**config.mk**
```make
export PLATFORM = sky130hd
export DESIGN_NAME = ex_stage_mdu
export DESIGN_NICKNAME = d
export VERILOG_FILES = /design/src/rtl/ex_pkg.sv /design/src/rtl/mdu_iter.sv /design/src/rtl/ex_stage_mdu.sv
export SDC_FILE = /design/constraint.sdc
export NUM_CORES = 2
export LEC_CHECK = 0
export ABC_AREA = 1
export BUFFER_PORTS_ARGS = -buffer_cell sky130_fd_sc_hd__buf_2
export CORE_ASPECT_RATIO = 0.75
export CORE_MARGIN = 5
export CORE_UTILIZATION = 38
export DETAILED_ROUTE_END_ITERATION = 8
export HOLD_SLACK_MARGIN = 0.15
export PLACE_DENSITY = 0.54
export SYNTH_ARGS = -nofsm -noshare
export SYNTH_HDL_FRONTEND = slang
export SYNTH_SLANG_ARGS = --single-unit
```
**constraint.sdc**
```tcl
create_clock -name clk -period 9.5 [get_ports clk]
set_input_delay 0.95 -clock clk [delete_from_list [all_inputs] [get_ports clk]]
set_output_delay 0.95 -clock clk [all_outputs]
set_load 0.01 [all_outputs]
```
**src/rtl/ex_pkg.sv**
```systemverilog
// rtl/ex_pkg.sv - operation encodings, MDU state type and helpers for the execute stage
package ex_pkg;

  localparam int ALUOP_W = 5;

  localparam logic [ALUOP_W-1:0] OP_ADD   = 5'd0;
  localparam logic [ALUOP_W-1:0] OP_SUB   = 5'd1;
  localparam logic [ALUOP_W-1:0] OP_AND   = 5'd2;
  localparam logic [ALUOP_W-1:0] OP_OR    = 5'd3;
  localparam logic [ALUOP_W-1:0] OP_XOR   = 5'd4;
  localparam logic [ALUOP_W-1:0] OP_SLL   = 5'd5;
  localparam logic [ALUOP_W-1:0] OP_SRL   = 5'd6;
  localparam logic [ALUOP_W-1:0] OP_SRA   = 5'd7;
  localparam logic [ALUOP_W-1:0] OP_SLT   = 5'd8;
  localparam logic [ALUOP_W-1:0] OP_SLTU  = 5'd9;
  localparam logic [ALUOP_W-1:0] OP_LUI   = 5'd10;
  localparam logic [ALUOP_W-1:0] OP_AUIPC = 5'd11;
  localparam logic [ALUOP_W-1:0] OP_MUL   = 5'd16;
  localparam logic [ALUOP_W-1:0] OP_MULH  = 5'd17;
  localparam logic [ALUOP_W-1:0] OP_MULHU = 5'd18;
  localparam logic [ALUOP_W-1:0] OP_DIV   = 5'd20;
  localparam logic [ALUOP_W-1:0] OP_DIVU  = 5'd21;
  localparam logic [ALUOP_W-1:0] OP_REM   = 5'd22;
  localparam logic [ALUOP_W-1:0] OP_REMU  = 5'd23;

  typedef enum logic [1:0] {
    ST_IDLE = 2'd0,
    ST_MUL  = 2'd1,
    ST_DIV  = 2'd2,
    ST_FIX  = 2'd3
  } mdu_state_t;

  function automatic logic is_mdu(input logic [ALUOP_W-1:0] op);
    return op[4];
  endfunction

endpackage

```
**src/rtl/mdu_iter.sv**
```systemverilog
// rtl/mdu_iter.sv - radix-2 iterative multiply/divide: FSM, iteration counter and datapath
module mdu_iter #(
  parameter int XLEN  = 32,
  parameter int CNT_W = $clog2(XLEN) + 1
) (
  input  logic                         clk,
  input  logic                         rst,
  input  logic                         start,
  input  logic                         flush,
  input  logic [ex_pkg::ALUOP_W-1:0]   op,
  input  logic [XLEN-1:0]              a,
  input  logic [XLEN-1:0]              b,
  output logic                         busy,
  output logic                         iterating,
  output logic                         done,
  output logic [XLEN-1:0]              result
);
  import ex_pkg::*;

  mdu_state_t                state;
  logic [CNT_W-1:0]          cnt;
  logic [ALUOP_W-1:0]        op_r;
  logic [XLEN-1:0]           mcand;
  logic [2*XLEN-1:0]         acc;
  logic                      neg_q;
  logic                      neg_r;
  logic                      spec;
  logic [XLEN-1:0]           spec_res;

  logic                      sgn_op, is_mul_op, is_div_op;
  logic                      a_neg, b_neg, div0, ovf, spec_hit;
  logic [XLEN-1:0]           a_mag, b_mag, spec_val;
  logic [XLEN:0]             mul_sum;
  logic [XLEN:0]             div_shift;
  logic [XLEN-1:0]           div_diff;
  logic                      div_ok;
  logic [2*XLEN-1:0]         prod;
  logic [XLEN-1:0]           quo, rem;

  // Operand preparation: magnitudes plus sign flags, and the divide corner cases
  always_comb begin
    sgn_op    = (op == OP_MUL) || (op == OP_MULH) || (op == OP_DIV) || (op == OP_REM);
    is_mul_op = (op == OP_MUL) || (op == OP_MULH) || (op == OP_MULHU);
    is_div_op = (op == OP_DIV) || (op == OP_DIVU) || (op == OP_REM) || (op == OP_REMU);
    a_neg     = sgn_op && a[XLEN-1];
    b_neg     = sgn_op && b[XLEN-1];
    a_mag     = a_neg ? -a : a;
    b_mag     = b_neg ? -b : b;
    div0      = is_div_op && (b == '0);
    ovf       = ((op == OP_DIV) || (op == OP_REM)) &&
                (a == {1'b1, {(XLEN-1){1'b0}}}) && (b == '1);
    spec_hit  = !(is_mul_op || is_div_op) || div0 || ovf;
    spec_val  = '0;
    if (div0)
      spec_val = ((op == OP_DIV) || (op == OP_DIVU)) ? '1 : a;
    else if (ovf)
      spec_val = (op == OP_DIV) ? a : '0;
  end

  // One iteration step; the divider keeps remainder in acc high and quotient in acc low
  always_comb begin
    mul_sum   = {1'b0, acc[2*XLEN-1:XLEN]} + (acc[0] ? {1'b0, mcand} : '0);
    div_shift = acc[2*XLEN-1:XLEN-1];
    div_ok    = div_shift >= {1'b0, mcand};
    div_diff  = XLEN'(div_shift - {1'b0, mcand});
  end

  always_comb begin
    prod   = neg_q ? -acc : acc;
    quo    = acc[XLEN-1:0];
    rem    = acc[2*XLEN-1:XLEN];
    result = '0;
    if (spec)
      result = spec_res;
    else begin
      case (op_r)
        OP_MUL:             result = prod[XLEN-1:0];
        OP_MULH, OP_MULHU:  result = prod[2*XLEN-1:XLEN];
        OP_DIV, OP_DIVU:    result = neg_q ? -quo : quo;
        OP_REM, OP_REMU:    result = neg_r ? -rem : rem;
        default:            result = '0;
      endcase
    end
  end

  always_ff @(posedge clk or posedge rst) begin
    if (rst) begin
      state    <= ST_IDLE;
      cnt      <= '0;
      op_r     <= '0;
      mcand    <= '0;
      acc      <= '0;
      neg_q    <= 1'b0;
      neg_r    <= 1'b0;
      spec     <= 1'b0;
      spec_res <= '0;
    end else begin
      case (state)
        ST_IDLE: begin
          if (start) begin
            op_r     <= op;
            mcand    <= b_mag;
            acc      <= {{XLEN{1'b0}}, a_mag};
            neg_q    <= a_neg ^ b_neg;
            neg_r    <= a_neg;
            spec     <= spec_hit;
            spec_res <= spec_val;
            if (spec_hit) begin
              cnt   <= '0;
              state <= ST_FIX;
            end else begin
              cnt   <= CNT_W'(XLEN);
              state <= is_mul_op ? ST_MUL : ST_DIV;
            end
          end
        end
        ST_MUL, ST_DIV: begin
          if (flush) begin
            cnt   <= '0;
            state <= ST_IDLE;
          end else begin
            if (state == ST_MUL)
              acc <= {mul_sum, acc[XLEN-1:1]};
            else if (div_ok)
              acc <= {div_diff, acc[XLEN-2:0], 1'b1};
            else
              acc <= {div_shift[XLEN-1:0], acc[XLEN-2:0], 1'b0};
            cnt <= cnt - CNT_W'(1);
            if (cnt == CNT_W'(1))
              state <= ST_FIX;
          end
        end
        ST_FIX: begin
          cnt   <= '0;
          state <= ST_IDLE;
        end
        default: state <= ST_IDLE;
      endcase
    end
  end

  assign busy      = (state != ST_IDLE);
  assign iterating = (state == ST_MUL) || (state == ST_DIV);
  assign done      = (state == ST_FIX) && !flush;

endmodule

```
**src/rtl/ex_stage_mdu.sv**
```systemverilog
// rtl/ex_stage_mdu.sv - execute stage: single-cycle ALU, iterative MDU and EX/MEM result register
module ex_stage_mdu #(
  parameter int XLEN    = 32,
  parameter int ALUOP_W = 5
) (
  input  logic               clk,
  input  logic               rst,
  input  logic               ex_valid,
  input  logic [XLEN-1:0]    ex_pc,
  input  logic [XLEN-1:0]    fwd_a,
  input  logic [XLEN-1:0]    fwd_b,
  input  logic [ALUOP_W-1:0] ex_aluop,
  input  logic               flush,
  output logic               ex_stall,
  output logic               out_valid,
  output logic [XLEN-1:0]    out_aluout,
  output logic               out_zero,
  output logic               mdu_busy
);
  import ex_pkg::*;

  localparam int CNT_W = $clog2(XLEN) + 1;
  localparam int SH_W  = $clog2(XLEN);

  logic            op_mdu;
  logic            accept;
  logic            alu_fire;
  logic            mdu_iterating;
  logic            mdu_done;
  logic [XLEN-1:0] mdu_result;
  logic [XLEN-1:0] alu_res;
  logic [SH_W-1:0] shamt;

  assign op_mdu   = is_mdu(ex_aluop[4:0]);
  assign accept   = !mdu_busy && ex_valid && !flush;
  assign alu_fire = accept && !op_mdu;
  assign shamt    = fwd_b[SH_W-1:0];

  // Flush releases the stall in the same cycle so the redirect is not held off
  assign ex_stall = (accept && op_mdu) || (mdu_iterating && !flush);

  always_comb begin
    alu_res = '0;
    case (ex_aluop[4:0])
      OP_ADD:   alu_res = fwd_a + fwd_b;
      OP_SUB:   alu_res = fwd_a - fwd_b;
      OP_AND:   alu_res = fwd_a & fwd_b;
      OP_OR:    alu_res = fwd_a | fwd_b;
      OP_XOR:   alu_res = fwd_a ^ fwd_b;
      OP_SLL:   alu_res = fwd_a << shamt;
      OP_SRL:   alu_res = fwd_a >> shamt;
      OP_SRA:   alu_res = $signed(fwd_a) >>> shamt;
      OP_SLT:   alu_res = {{(XLEN-1){1'b0}}, $signed(fwd_a) < $signed(fwd_b)};
      OP_SLTU:  alu_res = {{(XLEN-1){1'b0}}, fwd_a < fwd_b};
      OP_LUI:   alu_res = fwd_b;
      OP_AUIPC: alu_res = ex_pc + fwd_b;
      default:  alu_res = '0;
    endcase
  end

  mdu_iter #(
    .XLEN  (XLEN),
    .CNT_W (CNT_W)
  ) u_mdu_iter (
    .clk       (clk),
    .rst       (rst),
    .start     (accept && op_mdu),
    .flush     (flush),
    .op        (ex_aluop[4:0]),
    .a         (fwd_a),
    .b         (fwd_b),
    .busy      (mdu_busy),
    .iterating (mdu_iterating),
    .done      (mdu_done),
    .result    (mdu_result)
  );

  always_ff @(posedge clk or posedge rst) begin
    if (rst) begin
      out_valid  <= 1'b0;
      out_aluout <= '0;
      out_zero   <= 1'b0;
    end else begin
      out_valid <= 1'b0;
      if (mdu_done) begin
        out_valid  <= 1'b1;
        out_aluout <= mdu_result;
        out_zero   <= (mdu_result == '0);
      end else if (alu_fire) begin
        out_valid  <= 1'b1;
        out_aluout <= alu_res;
        out_zero   <= (alu_res == '0);
      end
    end
  end

endmodule

```
==> impl_summary.log <==
[metrics] result of the run: complete, no violations
[metrics] fraction of registers with async set/reset: between 90% and 100%
[metrics] Most used DFF post-synth: dfrtp_1
[metrics] sequential area share after synthesis: ~16%
[metrics] cell breakdown of the critical path: buf_2 -> nand2_1 -> nor2_1 -> inv_1 -> nor2_1 -> nor2_1 -> nor2_2 -> buf_4 -> inv_2 -> o21ai_0 -> nand3_1 -> a31oi_1
[metrics] CTS Hold Buffers Added: 0
[metrics] reg-to-reg slack, setup: 5.73 ns
[metrics] area of the core region: around 0.075 sq mm
[metrics] die height: between 200 and 250 um
[metrics] post-synthesis instance area: between 0.02 and 0.03 sq mm
[metrics] H-tree Lvls: 4
[metrics] setup repair after global routing missed its margin: false
[metrics] cell taking the most area after synthesis: nand2_1
[metrics] Final HPWL DP: 139 mm
[metrics] clock latency on the worst-skew pair: ~0.47 ns
[metrics] per-cell routed wire length: about 28 um
[metrics] total clock buffers created by CTS: 17
[metrics] drt first pass iters: 9
[metrics] Syn Nets: around 5500
[metrics] Tightest Pin Transition: ~1.3 ns
[metrics] share of total power consumed by net switching: 62.3%
[metrics] highest-count cells in the layout ignoring fill and taps: 1532 x nand2_1, 732 x nand3_1, 595 x nor2_1
[metrics] clock tree skew after final layout: approximately 0.022 ns
[metrics] flip-flop and latch count after synthesis: 178
[metrics] gr usage total: between 40% and 50%
[metrics] cell with the largest stage delay on the worst path: o21ai_0
[metrics] number of buffers added for setup after CTS: 0
[metrics] number of clock sinks seen by CTS: 178
[metrics] power per standard cell area: about 250 mW/mm^2
[metrics] most frequent cell on the critical path: nor2_1
[metrics] DR iter-0 viols: 5527
[metrics] WL met2: approximately 64 mm
[metrics] most common library cell in the layout ignoring fill and taps: nand2_1
[metrics] vias per std cell: between 6 and 7
[metrics] count of fill cells added during filler insertion: 8525
[metrics] Area Overhead vs Synth: 7.40%
[metrics] final hold viol count: 0
[metrics] dominant cells by area after synthesis: nand2_1 20%, dfrtp_1 16%, nand3_1 13%
[metrics] average footprint of a synthesized cell: between 5 and 6 sq um
[metrics] Clock Power Share: under 10%
[metrics] Max stage delay on crit path: between 0.7 and 0.8 ns
[metrics] TritonCTS clock tree: built
[metrics] WHS Path Cells: 2
[metrics] cell-internal power: between 2 and 3 mW
[metrics] top sig layer: met5
[metrics] DRC violation count after routing: 0
[metrics] number of setup violations in the final report: 0
[metrics] placement row count: between 80 and 90
[metrics] CP Max Fanout: 34
[metrics] class of the worst hold path: flip-flop to flip-flop
[metrics] post-cts gate resize count: 0
[metrics] part of the total power dissipated in combinational logic: a little over two thirds
[metrics] share of the synthesized area in the top cell type: 20.0%
[metrics] clock slew at the register clock pins of the worst setup and hold paths: 0.08 ns
[metrics] vias in the first global route: 32600
[metrics] total wirelength of the detailed-routed design: between 150 and 200 mm
[metrics] Period Utilization, post-route: a little over half
[metrics] number of antenna violations at the first check in global routing: 13
[metrics] slew margin rel.: between 10% and 20%
[metrics] port bufs: 140
[metrics] vias post-DR: about 38000
[metrics] Die X-Extent: 328 um
[metrics] wire length of the first global-routing pass: approximately 240 mm
[metrics] floorplan die area: roughly 0.08 sq mm
[metrics] routability-driven placement congestion ratio: 1.12
[metrics] classification of the worst setup path: input port to flip-flop
[metrics] start point of the critical path: ex_aluop[2]
[metrics] final layout net count: 5479
[metrics] count of buffering cells on the critical path with inverters included: 4
[metrics] nature of the critical path startpoint: input port
[metrics] Switching Power: just under 5 mW
[metrics] total congestion overflow: 0
[metrics] P_leak: 15.6 nW
[metrics] Flop pwr share: 20.0%
[metrics] number of enable flip-flop cells after synthesis: 0
[metrics] layout cell share with drive strength beyond 1: a little over 7%
[metrics] antenna-violating nets left: 0
[metrics] largest net degree at the start of global routing: 104
[metrics] max-cap violations: 0
[metrics] Max Fclk: approximately 190 MHz
[metrics] Top-Level Pins: around 140
[metrics] total number of yosys warnings: 0
[metrics] Mapped Cells: slightly above 5000
[metrics] wl on met1: 77.4 mm
[metrics] cell depth of the worst flop-to-flop path: 19
[metrics] initial cell density of the core: a little under two fifths
[metrics] pins over their slew limit: 0
[metrics] number of library cell types mapped by synthesis: 74
[metrics] Crit Reg-Reg Startpoint: u_mdu_iter.acc[0]
[metrics] maximum buffer depth of the clock tree: 2
[metrics] Req. time, crit path: 9.88 ns
[metrics] final total negative setup slack: 0 ns
[metrics] launch instance of the worst min-delay path: u_mdu_iter.spec_res[31]
[metrics] peak supply drop: approximately 0.17 mV
[metrics] CP Capture Type: flip-flop
[metrics] Crit path arrival time: approximately 5.6 ns
[metrics] met3 wire length: 24.8 mm
[metrics] shortest clock period the worst path allows after layout: 5.18 ns
[metrics] cell area after placement: slightly above 0.03 sq mm
[metrics] end point of the most critical hold path: u_mdu_iter.spec_res[31]
[metrics] CP top delay family: simple AND/OR/NAND/NOR gates
[metrics] Reg2Reg Capture Point: u_mdu_iter.acc[62]
[metrics] total power of the final layout: between 7 and 8 mW
[metrics] cell area after layout: 0.0309 sq mm
[metrics] CTS Root Cell: clkbuf_16
-- layout make-up --
class,count,area (sq um),share of cell area (%)
inverters,551,2080,6.73
flip-flops and latches,178,4460,14.4
well taps,979,1220,3.97
diodes,9,22.5,0.0730
clock inverters,14,158,0.511
clock buffers,18,439,1.42
multi-input cells,4215,21300,69.2
repair buffers,198,1140,3.68
-- sequential cells by signal (all words and copies together), names as in the netlist --
name / flops
out_aluout: 32
out_valid: 1
out_zero: 1
u_mdu_iter.acc: 64
u_mdu_iter.cnt: 6
u_mdu_iter.mcand: 32
u_mdu_iter.neg_q: 1
u_mdu_iter.neg_r: 1
u_mdu_iter.op_r: 5
u_mdu_iter.spec: 1
u_mdu_iter.spec_res: 32
u_mdu_iter.state: 2
-- per-stage QoR --
stage                     util (%)  cells  worst slack [ns]  hold WS (ns)
after CTS                     41.1   6153              4.73         0.486
after detailed placement      40.3   6121              4.26         0.466
after floorplan                  -   5132              3.72         0.448
after global placement        40.3   6121              4.13         0.461
final                         41.1   6162              4.32         0.489
after global routing          41.1   6153              4.34         0.511
-- metal layers --
| metal | vias up | track usage, % |
|---|---|---|
| met5 | - | 0 |
| met1 | 17700 | 61.2 |
| met3 | 264 | 13.4 |
| met2 | 2468 | 52.9 |
| met4 | 6 | 10.6 |
| li1 | 17000 | - |
-- cells by family after synthesis --
kind of cell	share of synthesized area (%)
compound gates	15.6
flops	15.5
mux	0.209
simple gates	47.3
xor+xnor	1.74
buf+inv	10.3
fa+ha+maj	9.38
-- worst max-delay path by stage --
stage	end	slack (ns)	cells after the start
finish	u_mdu_iter.acc[19]	4.32	12
global route	out_zero	4.34	25
CTS	out_zero	4.73	25
detailed placement	u_mdu_iter.acc[19]	4.26	12
global placement	u_mdu_iter.acc[19]	4.13	12
floorplan	out_aluout[0]	3.72	1
-- cell usage after synthesis (all sizes together), types with 41 or more instances --
cell	number
xor2	42
nand3	738
inv	548
dfrtp	178
o21ai	339
nor2	628
clkbuf	82
nand4	79
nand2	1557
ha	209
a31oi	41
nor3	67
a21oi	272
buf	106
-- power groups by stage --
stage	Sequential, mW	Clock [mW]	Combinational (mW)
after floorplan	1.28	0	3.54
after global placement	1.53	0	5.24
after detailed placement	1.53	0	5.24
after CTS	1.51	0.752	5.27
after global routing	1.56	0.789	5.91
final	1.55	0.749	5.46
-- worst min-delay path, stage by stage, from the launching register on --
cell and delay (ns):
dfrtp_1 0.35, nand2_1 0.06, nand2_1 0.05
(Power assumes the default switching activity.)
